===== config.mk =====
export PLATFORM = sky130hd
export DESIGN_NAME = arith_block_accumulator
export DESIGN_NICKNAME = d
export VERILOG_FILES = /design/src/rtl/arith_pkg.sv /design/src/rtl/arith_sat_add.sv /design/src/rtl/arith_block_accumulator.sv
export SDC_FILE = /design/constraint.sdc
export NUM_CORES = 1
export LEC_CHECK = 0
export ABC_AREA = 1
export CAP_MARGIN = 40
export CELL_PAD_IN_SITES_DETAIL_PLACEMENT = 1
export CELL_PAD_IN_SITES_GLOBAL_PLACEMENT = 2
export CORE_MARGIN = 3
export CORE_UTILIZATION = 30
export CTS_CLUSTER_DIAMETER = 100
export DETAILED_ROUTE_END_ITERATION = 16
export PLACE_DENSITY = 0.91
export SETUP_SLACK_MARGIN = 0.4
export SYNTH_ARGS = -nofsm -noshare
export SYNTH_HDL_FRONTEND = slang
export SYNTH_HIERARCHICAL = 1
export SYNTH_SLANG_ARGS = --single-unit

===== constraint.sdc =====
create_clock -name clk -period 2.6 [get_ports clk]
set_clock_uncertainty 0.1 [all_clocks]
set_input_delay 0.52 -clock clk [delete_from_list [all_inputs] [get_ports clk]]
set_output_delay 0.52 -clock clk [all_outputs]
set_load 0.01 [all_outputs]

===== src/rtl/arith_pkg.sv =====
// Shared widths, FSM state type and a generic saturating-add helper for the
// block accumulator and its sub-modules.
package arith_pkg;

    localparam int unsigned OP_W   = 4;
    localparam int unsigned SUM_W  = 5;
    localparam int unsigned PROD_W = 8;

    typedef enum logic [1:0] {
        IDLE  = 2'd0,
        ACCUM = 2'd1,
        DONE  = 2'd2
    } acc_state_t;

    // Returns {sat, result}; result is clamped to 2^w-1 when the true sum exceeds it.
    function automatic logic [32:0] sat_add(input logic [31:0] a,
                                            input logic [31:0] b,
                                            input int unsigned w);
        logic [32:0] full;
        logic [31:0] max_val;
        full    = {1'b0, a} + {1'b0, b};
        max_val = (w >= 32) ? 32'hFFFF_FFFF : ((32'd1 << w) - 32'd1);
        if (full > {1'b0, max_val}) begin
            return {1'b1, max_val};
        end
        return {1'b0, full[31:0]};
    endfunction

endpackage


===== src/rtl/arith_sat_add.sv =====
// Combinational W-bit saturating adder: clamps to all-ones on carry-out and
// flags the clamp on o_sat.
module arith_sat_add
    import arith_pkg::*;
#(
    parameter int unsigned W = 12
) (
    input  logic [W-1:0] i_a,
    input  logic [W-1:0] i_b,
    output logic [W-1:0] o_sum,
    output logic         o_sat
);

    logic [W:0] w_full;

    assign w_full = {1'b0, i_a} + {1'b0, i_b};
    assign o_sat  = w_full[W];
    assign o_sum  = w_full[W] ? {W{1'b1}} : w_full[W-1:0];

endmodule


===== src/rtl/arith_block_accumulator.sv =====
// Accumulates BLOCK_LEN arithmetic-unit beats into one saturating block summary
// on a valid/ready port. Define ARITH_CHECK_EN to cross-check every beat.
module arith_block_accumulator
    import arith_pkg::*;
#(
    parameter int unsigned BLOCK_LEN = 8,
    parameter int unsigned ACC_W     = 12,
    localparam int unsigned CNT_W    = $clog2(BLOCK_LEN + 1)
) (
    input  logic              clk,
    input  logic              rst_n,
    input  logic              in_valid,
    output logic              in_ready,
    input  logic [OP_W-1:0]   in_a,
    input  logic [OP_W-1:0]   in_b,
    input  logic [SUM_W-1:0]  in_sum,
    input  logic [OP_W-1:0]   in_diff,
    input  logic [OP_W-1:0]   in_half,
    input  logic [PROD_W-1:0] in_prod,
    output logic              out_valid,
    input  logic              out_ready,
    output logic [ACC_W-1:0]  out_acc_prod,
    output logic [ACC_W-1:0]  out_acc_sum,
    output logic [CNT_W-1:0]  out_borrows,
    output logic              out_sat,
    output logic              out_chk_err
);

    acc_state_t       r_state, w_state_next;
    logic [CNT_W-1:0] r_count, r_borrows;
    logic [ACC_W-1:0] r_acc_prod, r_acc_sum;
    logic             r_sat;
    logic [OP_W-1:0]  r_diff, r_half;
    logic [ACC_W-1:0] r_out_acc_prod, r_out_acc_sum;
    logic [CNT_W-1:0] r_out_borrows;
    logic             r_out_sat;

    logic             w_accept, w_first, w_last, w_borrow;
    logic [ACC_W-1:0] w_prod_ext, w_sum_ext, w_add_prod, w_add_sum;
    logic             w_sat_prod, w_sat_sum;
    logic [ACC_W-1:0] w_nxt_prod, w_nxt_sum;
    logic [CNT_W-1:0] w_nxt_count, w_nxt_borrows;
    logic             w_nxt_sat;
    logic             w_unused_beat;

    assign in_ready   = (r_state != DONE);
    assign out_valid  = (r_state == DONE);
    assign w_accept   = in_valid && in_ready;
    assign w_first    = (r_state == IDLE);
    assign w_borrow   = (in_a < in_b);
    assign w_prod_ext = ACC_W'(in_prod);
    assign w_sum_ext  = ACC_W'(in_sum);

    arith_sat_add #(.W(ACC_W)) u_add_prod (
        .i_a   (r_acc_prod),
        .i_b   (w_prod_ext),
        .o_sum (w_add_prod),
        .o_sat (w_sat_prod)
    );

    arith_sat_add #(.W(ACC_W)) u_add_sum (
        .i_a   (r_acc_sum),
        .i_b   (w_sum_ext),
        .o_sum (w_add_sum),
        .o_sat (w_sat_sum)
    );

    // The first beat of a block loads rather than adds, so no clear cycle is needed.
    assign w_nxt_prod    = w_first ? w_prod_ext : w_add_prod;
    assign w_nxt_sum     = w_first ? w_sum_ext : w_add_sum;
    assign w_nxt_sat     = w_first ? 1'b0 : (r_sat | w_sat_prod | w_sat_sum);
    assign w_nxt_count   = w_first ? CNT_W'(1) : (r_count + CNT_W'(1));
    assign w_nxt_borrows = (w_first ? '0 : r_borrows) + CNT_W'(w_borrow);
    assign w_last        = (w_nxt_count == CNT_W'(BLOCK_LEN));

    always_ff @(posedge clk) begin
        if (!rst_n) begin
            r_state <= IDLE;
        end else begin
            r_state <= w_state_next;
        end
    end

    always_comb begin
        w_state_next = r_state;
        unique case (r_state)
            IDLE, ACCUM: begin
                if (w_accept) begin
                    w_state_next = w_last ? DONE : ACCUM;
                end
            end
            DONE: begin
                if (out_ready) begin
                    w_state_next = IDLE;
                end
            end
            default: w_state_next = IDLE;
        endcase
    end

    always_ff @(posedge clk) begin
        if (!rst_n) begin
            r_count        <= '0;
            r_borrows      <= '0;
            r_acc_prod     <= '0;
            r_acc_sum      <= '0;
            r_sat          <= 1'b0;
            r_diff         <= '0;
            r_half         <= '0;
            r_out_acc_prod <= '0;
            r_out_acc_sum  <= '0;
            r_out_borrows  <= '0;
            r_out_sat      <= 1'b0;
        end else if (w_accept) begin
            r_count    <= w_nxt_count;
            r_borrows  <= w_nxt_borrows;
            r_acc_prod <= w_nxt_prod;
            r_acc_sum  <= w_nxt_sum;
            r_sat      <= w_nxt_sat;
            r_diff     <= in_diff;
            r_half     <= in_half;
            if (w_last) begin
                r_out_acc_prod <= w_nxt_prod;
                r_out_acc_sum  <= w_nxt_sum;
                r_out_borrows  <= w_nxt_borrows;
                r_out_sat      <= w_nxt_sat;
            end
        end
    end

    assign out_acc_prod  = r_out_acc_prod;
    assign out_acc_sum   = r_out_acc_sum;
    assign out_borrows   = r_out_borrows;
    assign out_sat       = r_out_sat;
    // Captured for observability only; nothing downstream consumes them.
    assign w_unused_beat = ^{r_diff, r_half};

`ifdef ARITH_CHECK_EN
    logic w_beat_err, w_in_unknown, w_nxt_chk, r_chk_err, r_out_chk_err;

    assign w_in_unknown = $isunknown({in_a, in_b, in_sum, in_diff, in_half, in_prod});

    always_comb begin
        w_beat_err = (in_sum != (SUM_W'(in_a) + SUM_W'(in_b)))
                   || (in_prod != (PROD_W'(in_a) * PROD_W'(in_b)))
                   || (in_half != (in_a >> 1))
                   || (in_diff != (in_a - in_b));
        if (w_in_unknown) begin
            w_beat_err = 1'b1;
        end
    end

    assign w_nxt_chk = (w_first ? 1'b0 : r_chk_err) | w_beat_err;

    always_ff @(posedge clk) begin
        if (!rst_n) begin
            r_chk_err     <= 1'b0;
            r_out_chk_err <= 1'b0;
        end else if (w_accept) begin
            r_chk_err <= w_nxt_chk;
            if (w_last) begin
                r_out_chk_err <= w_nxt_chk;
            end
        end
    end

    always_ff @(posedge clk) begin
        if (rst_n && w_accept) begin
            assert (!w_in_unknown)
                else $warning("arith_block_accumulator: X/Z on accepted beat inputs");
        end
    end

    assign out_chk_err = r_out_chk_err;
`else
    assign out_chk_err = 1'b0;
`endif

endmodule


# Word-level counts from Yosys, hierarchy flattened
# Cells that the tools add are included.
dict set report totals {
  reg_bits 64
  latchBits 0
  ram_bits 0
  romBits 0
  inputBits 33
  output_inout_bits 32
  elab_cells 39
  n_memories 0
}
dict set report op_classes {
  n_addsub 4
  mul 0
  n_div 0
  magnitude_cmp 1
  eq_ne 6
  shifts 0
  muxes 11
  bitwise 2
  n_reduce_logical 5
}
# cell count
set ops {}
lappend ops {{$mux 12} 4}
lappend ops {{$add 12x5->13} 1}
lappend ops {{$add 12x8->13} 1}
lappend ops {{$mux 4} 2}
lappend ops {{$mux 2} 3}
lappend ops {{$add 4x1->4} 1}
lappend ops {{$add 4x1->4 const B} 1}
lappend ops {{$eq 4x4->1 const B} 1}
lappend ops {{$lt 4x4->1} 1}
lappend ops {{$ne 2x2->1 const B} 2}
lappend ops {{$pmux 2 s2} 1}
lappend ops {{$reduce_and 2->1} 2}
lappend ops {{$eq 2x1->1 const B} 1}
lappend ops {{$eq 2x2->1 const B} 1}
lappend ops {{$logic_not 2->1} 1}
lappend ops {{$ne 2x1->1 const B} 1}
lappend ops {{$or 1x1->1} 2}
lappend ops {{$reduce_or 2->1} 1}
lappend ops {{$logic_and 1x1->1} 1}
lappend ops {{$mux 1} 1}

# Longest topological paths before layout
dict set report logic_depth {
  ltp_word 6
  ltp_mapped 14
  depth_no_buf 13
}

# Modules after synthesis
# Netlist, hierarchy kept.
# module instances cells_per_inst area_per_inst_um2 seq_area_each_um2
set modules_own_cells {}
lappend modules_own_cells {arith_block_accumulator 1 410 2954.1 1281.2}
lappend modules_own_cells {arith_sat_add 2 147 768.2 0.0}

# Least setup slack after synthesis
# No wires, ideal clock.
dict set report synth_path {
  kind {input-to-reg}
  from {input in_prod[0]}
  to {register r_out_sat (netlist: out_sat)}
  setup_time_ns 0.110
  arrival_time_ns 2.220
  required_ns 2.390
  setup_slack_ns 0.170
  path_stages 13
  path_buffers 1
  cell_sequence {ha_1 fa_1 nand2_1 nand3_2 nand2_1 nor2_2 nor2_2 buf_6 inv_1 o31ai_1 nand3_1 nand2_1 nor2_1}
}
dict set report synth_between {
  elab_chain_len 4
}
# element line
set synth_lines {}
lappend synth_lines {{from (decl)} arith_block_accumulator.sv:19} ;# input logic [PROD_W-1:0] in_prod,
lappend synth_lines {{$add 12x8->13} arith_sat_add.sv:16} ;# assign w_full = {1'b0, i_a} + {1'b0, i_b};
lappend synth_lines {{net w_sat_prod} arith_block_accumulator.sv:40} ;# logic w_sat_prod, w_sat_sum;
lappend synth_lines {{$or 1x1->1 (2 in a row)} arith_block_accumulator.sv:71} ;# assign w_nxt_sat = w_first ? 1'b0 : (r_sat | w_sat_prod | w_sat_sum);
lappend synth_lines {{$mux 1} arith_block_accumulator.sv:71}
lappend synth_lines {{to (signal assigned)} arith_block_accumulator.sv:126} ;# r_out_sat <= w_nxt_sat;
lappend synth_lines {{to (decl)} arith_block_accumulator.sv:36} ;# logic r_out_sat;
# The timed path passes the listed nets, and every way through them passes these cells.
# A chain may end at the register's enable or synchronous reset.

# Worst setup path in the final report
dict set report layout_path {
  from {register r_acc_prod[0]}
  to {register r_out_acc_prod[7] (netlist: out_acc_prod[7])}
}
dict set report layout_between {
  elab_chain_len 3
}
# element line
set layout_lines {}
lappend layout_lines {{from (decl)} arith_block_accumulator.sv:31} ;# logic [ACC_W-1:0] r_acc_prod, r_acc_sum;
lappend layout_lines {{from (signal assigned)} arith_block_accumulator.sv:117} ;# r_acc_prod <= w_nxt_prod;
lappend layout_lines {{$add 12x8->13} arith_sat_add.sv:16}
lappend layout_lines {{$mux 12} arith_sat_add.sv:18} ;# assign o_sum = w_full[W] ? {W{1'b1}} : w_full[W-1:0];
lappend layout_lines {{net w_add_prod[7]} arith_block_accumulator.sv:39} ;# logic [ACC_W-1:0] w_prod_ext, w_sum_ext, w_add_prod, w_add_sum;
lappend layout_lines {{$mux 12} arith_block_accumulator.sv:69} ;# assign w_nxt_prod = w_first ? w_prod_ext : w_add_prod;
lappend layout_lines {{to (signal assigned)} arith_block_accumulator.sv:123} ;# r_out_acc_prod <= w_nxt_prod;
lappend layout_lines {{to (decl)} arith_block_accumulator.sv:34} ;# logic [ACC_W-1:0] r_out_acc_prod, r_out_acc_sum;
# The timed path passes the listed nets, and every way through them passes these cells.

==> flow_summary.toml <==
[final_layout]
nets = 882
fill_cells = 1834
areaGrowthSynthToFinish_pct = 40.1
multi_input_area_um2 = 3010
seq_area_um2 = 1290
fin_area_um2 = 6290
diodes = 0
layout_commonest_cell = "nand2_1"
layout_common_cells = "nand2_1 (206), inv_1 (106), dfxtp_1 (60), nor2_1 (57), buf_4 (51)"
layout-drive-gt1-share_pct = 23.5

[detailed_routing]
vias_per_cell = 4.63
drtAntennaViolNets = 0
vias = 4655
drt-total-wl_um = 14800
firstDrtPassIters = 4
drc = 0
wl_per_cell_um = 14.7
drt-initial-drc-count = 243

[floorplan]
pin_count = 65
fp.dieH_um = 128
dieWidth_um = 128
num_rows = 44
start_util_pct = 30.8
dieArea_um2 = 16500
placeableCoreArea_um2 = 14600

[synthesis]
synthAdderAreaFrac_pct = 9.25
synth_cells = 704
ys_ff_latch = 64
synthMuxAreaShare_pct = 0
syn_avg_cell_area_um2 = 6.38
synth_compound_area_share_pct = 11.6
netlist_area_um2 = 4490
yosys_warnings = 6
synth_simple_gate_area_share_pct = 35.4
yosysSeqAreaShare_pct = 28.5
synth_top_family_by_area = "simple AND/OR/NAND/NOR gates"
ys_types = 36
synth_xor_area_share_pct = 1.56

[sta]
slew_viol_final = 0
fin_crit_ns = 2.19
timing.fmax_ghz = 0.457
setup_viol = 0
slew_headroom_pct = 51.7
period_share_pct = 84.1
worst_pin_slew_ns = 0.723
hold_violations = 0
rsz0062_at_grt = "yes"

[clock_tree]
clk_pin_slew_ns = 0.05
hold_buffers = 0
cts_buffer_depth = 2
tritoncts = "yes"
cts_buffers = 9
cts-root-buf = "clkbuf_16"
insertion_delay_ns = 0.33
numClockSinks = 64
cts_htree_levels = 3

[placement]
post_dp_cell_area_um2 = 5570
dpl.hpwl_um = 10600
io_buffers = 55
place_congestion = 0.815

[critical_path]
cp-end-kind = "flop"
cp_max_fo = 4
cp_top_family = "simple AND/OR/NAND/NOR gates"
slowest_delay_ns = 0.39
cp.arrival_ns = 2.31
crit_buf_inv = 1
cpMaxStageDelayCell = "fa_2"
crit_required_ns = 2.72
critPathLaunchType = "flop"
crit_type = "flop to flop"
cp_cell_sequence = "ha_4 -> fa_2 -> nand2_4 -> nand3_4 -> nand2_4 -> nor2_4 -> nor2_4 -> buf_4 -> nand2_1 -> nand2_1 -> nand3_1 -> o21ai_1 -> nor2_1"

[global_routing]
antenna_found_initial = 0
grt_usage_pct = 17.7
gr-total-overflow = 0
grt_pass1_vias = 4913
grt_max_degree = 35
grt_pass1_wl_um = 23600

[job]
max_cap_violations = 0

[worst_hold_path]
hold_class = "flop to flop"

[power]
finalPower_uw = 3040
ir_drop_uv = 294
leakage_uw = 0.00316
powerDensity_nw_per_um2 = 484

[outcome]
status = "complete, no violations"
==> stage by stage <==
| step | hold slack (ns) | worst slack (ns) | std cells | setup TNS [ns] | utilization (%) |
|---|---|---|---|---|---|
| floorplan | 0.340 | 0.359 | 715 | 0 | - |
| global placement | 0.351 | -0.252 | 976 | -6.13 | 38.2 |
| detailed placement | 0.365 | -0.269 | 976 | -7.77 | 38.2 |
| CTS | 0.375 | 0.394 | 999 | 0 | 41.6 |
| global route | 0.387 | 0.293 | 1006 | 0 | 43.1 |
| finish | 0.373 | 0.412 | 1006 | 0 | 43.1 |
==> Yosys cell counts, drive strengths merged <==
cell type | number | share of area [%]
o211a | 8 | 1.8
nor2 | 71 | 7.0
fa | 2 | 0.89
inv | 123 | 10
o21bai | 2 | 0.33
nor3 | 1 | 0.11
nand3b | 4 | 0.67
buf | 16 | 2.6
nand4 | 7 | 0.98
dfxtp | 64 | 29
clkbuf | 7 | 0.59
xor2 | 4 | 0.78
xnor2 | 4 | 0.78
a211oi | 2 | 0.33
a21o | 1 | 0.17
nand2 | 233 | 20
o31ai | 1 | 0.17
nand3 | 51 | 6.2
conb | 1 | 0.084
o21ai | 20 | 2.2
ha | 30 | 8.4
a21oi | 52 | 6.6
==> path summary, 6_finish.rpt <==
path              cells past startpoint      startpoint               to  slack [ns]
setup / recovery                     13   r_acc_prod[0]  out_acc_prod[7]        0.41
hold / removal                        2  out_acc_sum[2]   out_acc_sum[2]        0.37
setup reg to reg                     13   r_acc_prod[0]  out_acc_prod[7]        0.41
hold reg to reg                       2  out_acc_sum[2]   out_acc_sum[2]        0.37
==> sequential cells by signal, summed over array words and instances, names as in the netlist <==
register and flops:
r_acc_sum 12, r_acc_prod 12, out_sat 1, r_sat 1, out_borrows 4, r_borrows 4, r_count 4, r_state 2
out_acc_sum 12, out_acc_prod 12
==> worst reg2reg max path, stage by stage, from the launching register on <==
cell	delay, ns
dfxtp_2	0.33
ha_4	0.16
fa_2	0.39
nand2_4	0.09
nand3_4	0.08
nand2_4	0.10
nor2_4	0.04
nor2_4	0.13
buf_4	0.17
nand2_1	0.06
nand2_1	0.08
nand3_1	0.13
o21ai_1	0.17
nor2_1	0.06
==> per-layer routing <==
layer	up-vias	GRT usage [%]	part of all wire (%)
li1	2396	-	-
met3	9	2.24	2.6
met4	0	4.37	0.81
met1	2192	22.9	46
met2	58	31.3	50
met5	-	0	0
==> power by group <==
part / switching [µW] / total [µW] / internal [µW]
sequential: 31.7 / 1050 / 1020
combinational: 464 / 820 / 356
clock: 453 / 1180 / 723
==> cells by family after synthesis <==
| kind of cell | after synthesis |
|---|---|
| AOI/OAI and AO/OA | 86 |
| xor gates and xnor gates | 8 |
| adders and majority gates | 32 |
| buffers and inverters | 146 |
| DFF | 64 |
| other | 1 |
| and+or+nand+nor | 367 |
==> cell type report <==
class / count / area share, %
Multi-Input combinational cell: 505 / 47.9
Sequential cell: 64 / 20.4
Timing Repair Buffer: 114 / 16.1
Inverter: 123 / 7.38
Clock buffer: 14 / 4.35
Tap cell: 184 / 3.66
Clock inverter: 2 / 0.199
==> repair_timing <==
| item | 4_1_cts | 5_1_grt |
|---|---|---|
| pin swaps | 30 | 30 |
| setup buffers | 6 | 7 |
| setup endpoints to repair | 57 | 54 |
| cloned | 1 | 0 |
| resized for setup | 55 | 41 |
(Power assumes the default switching activity.)
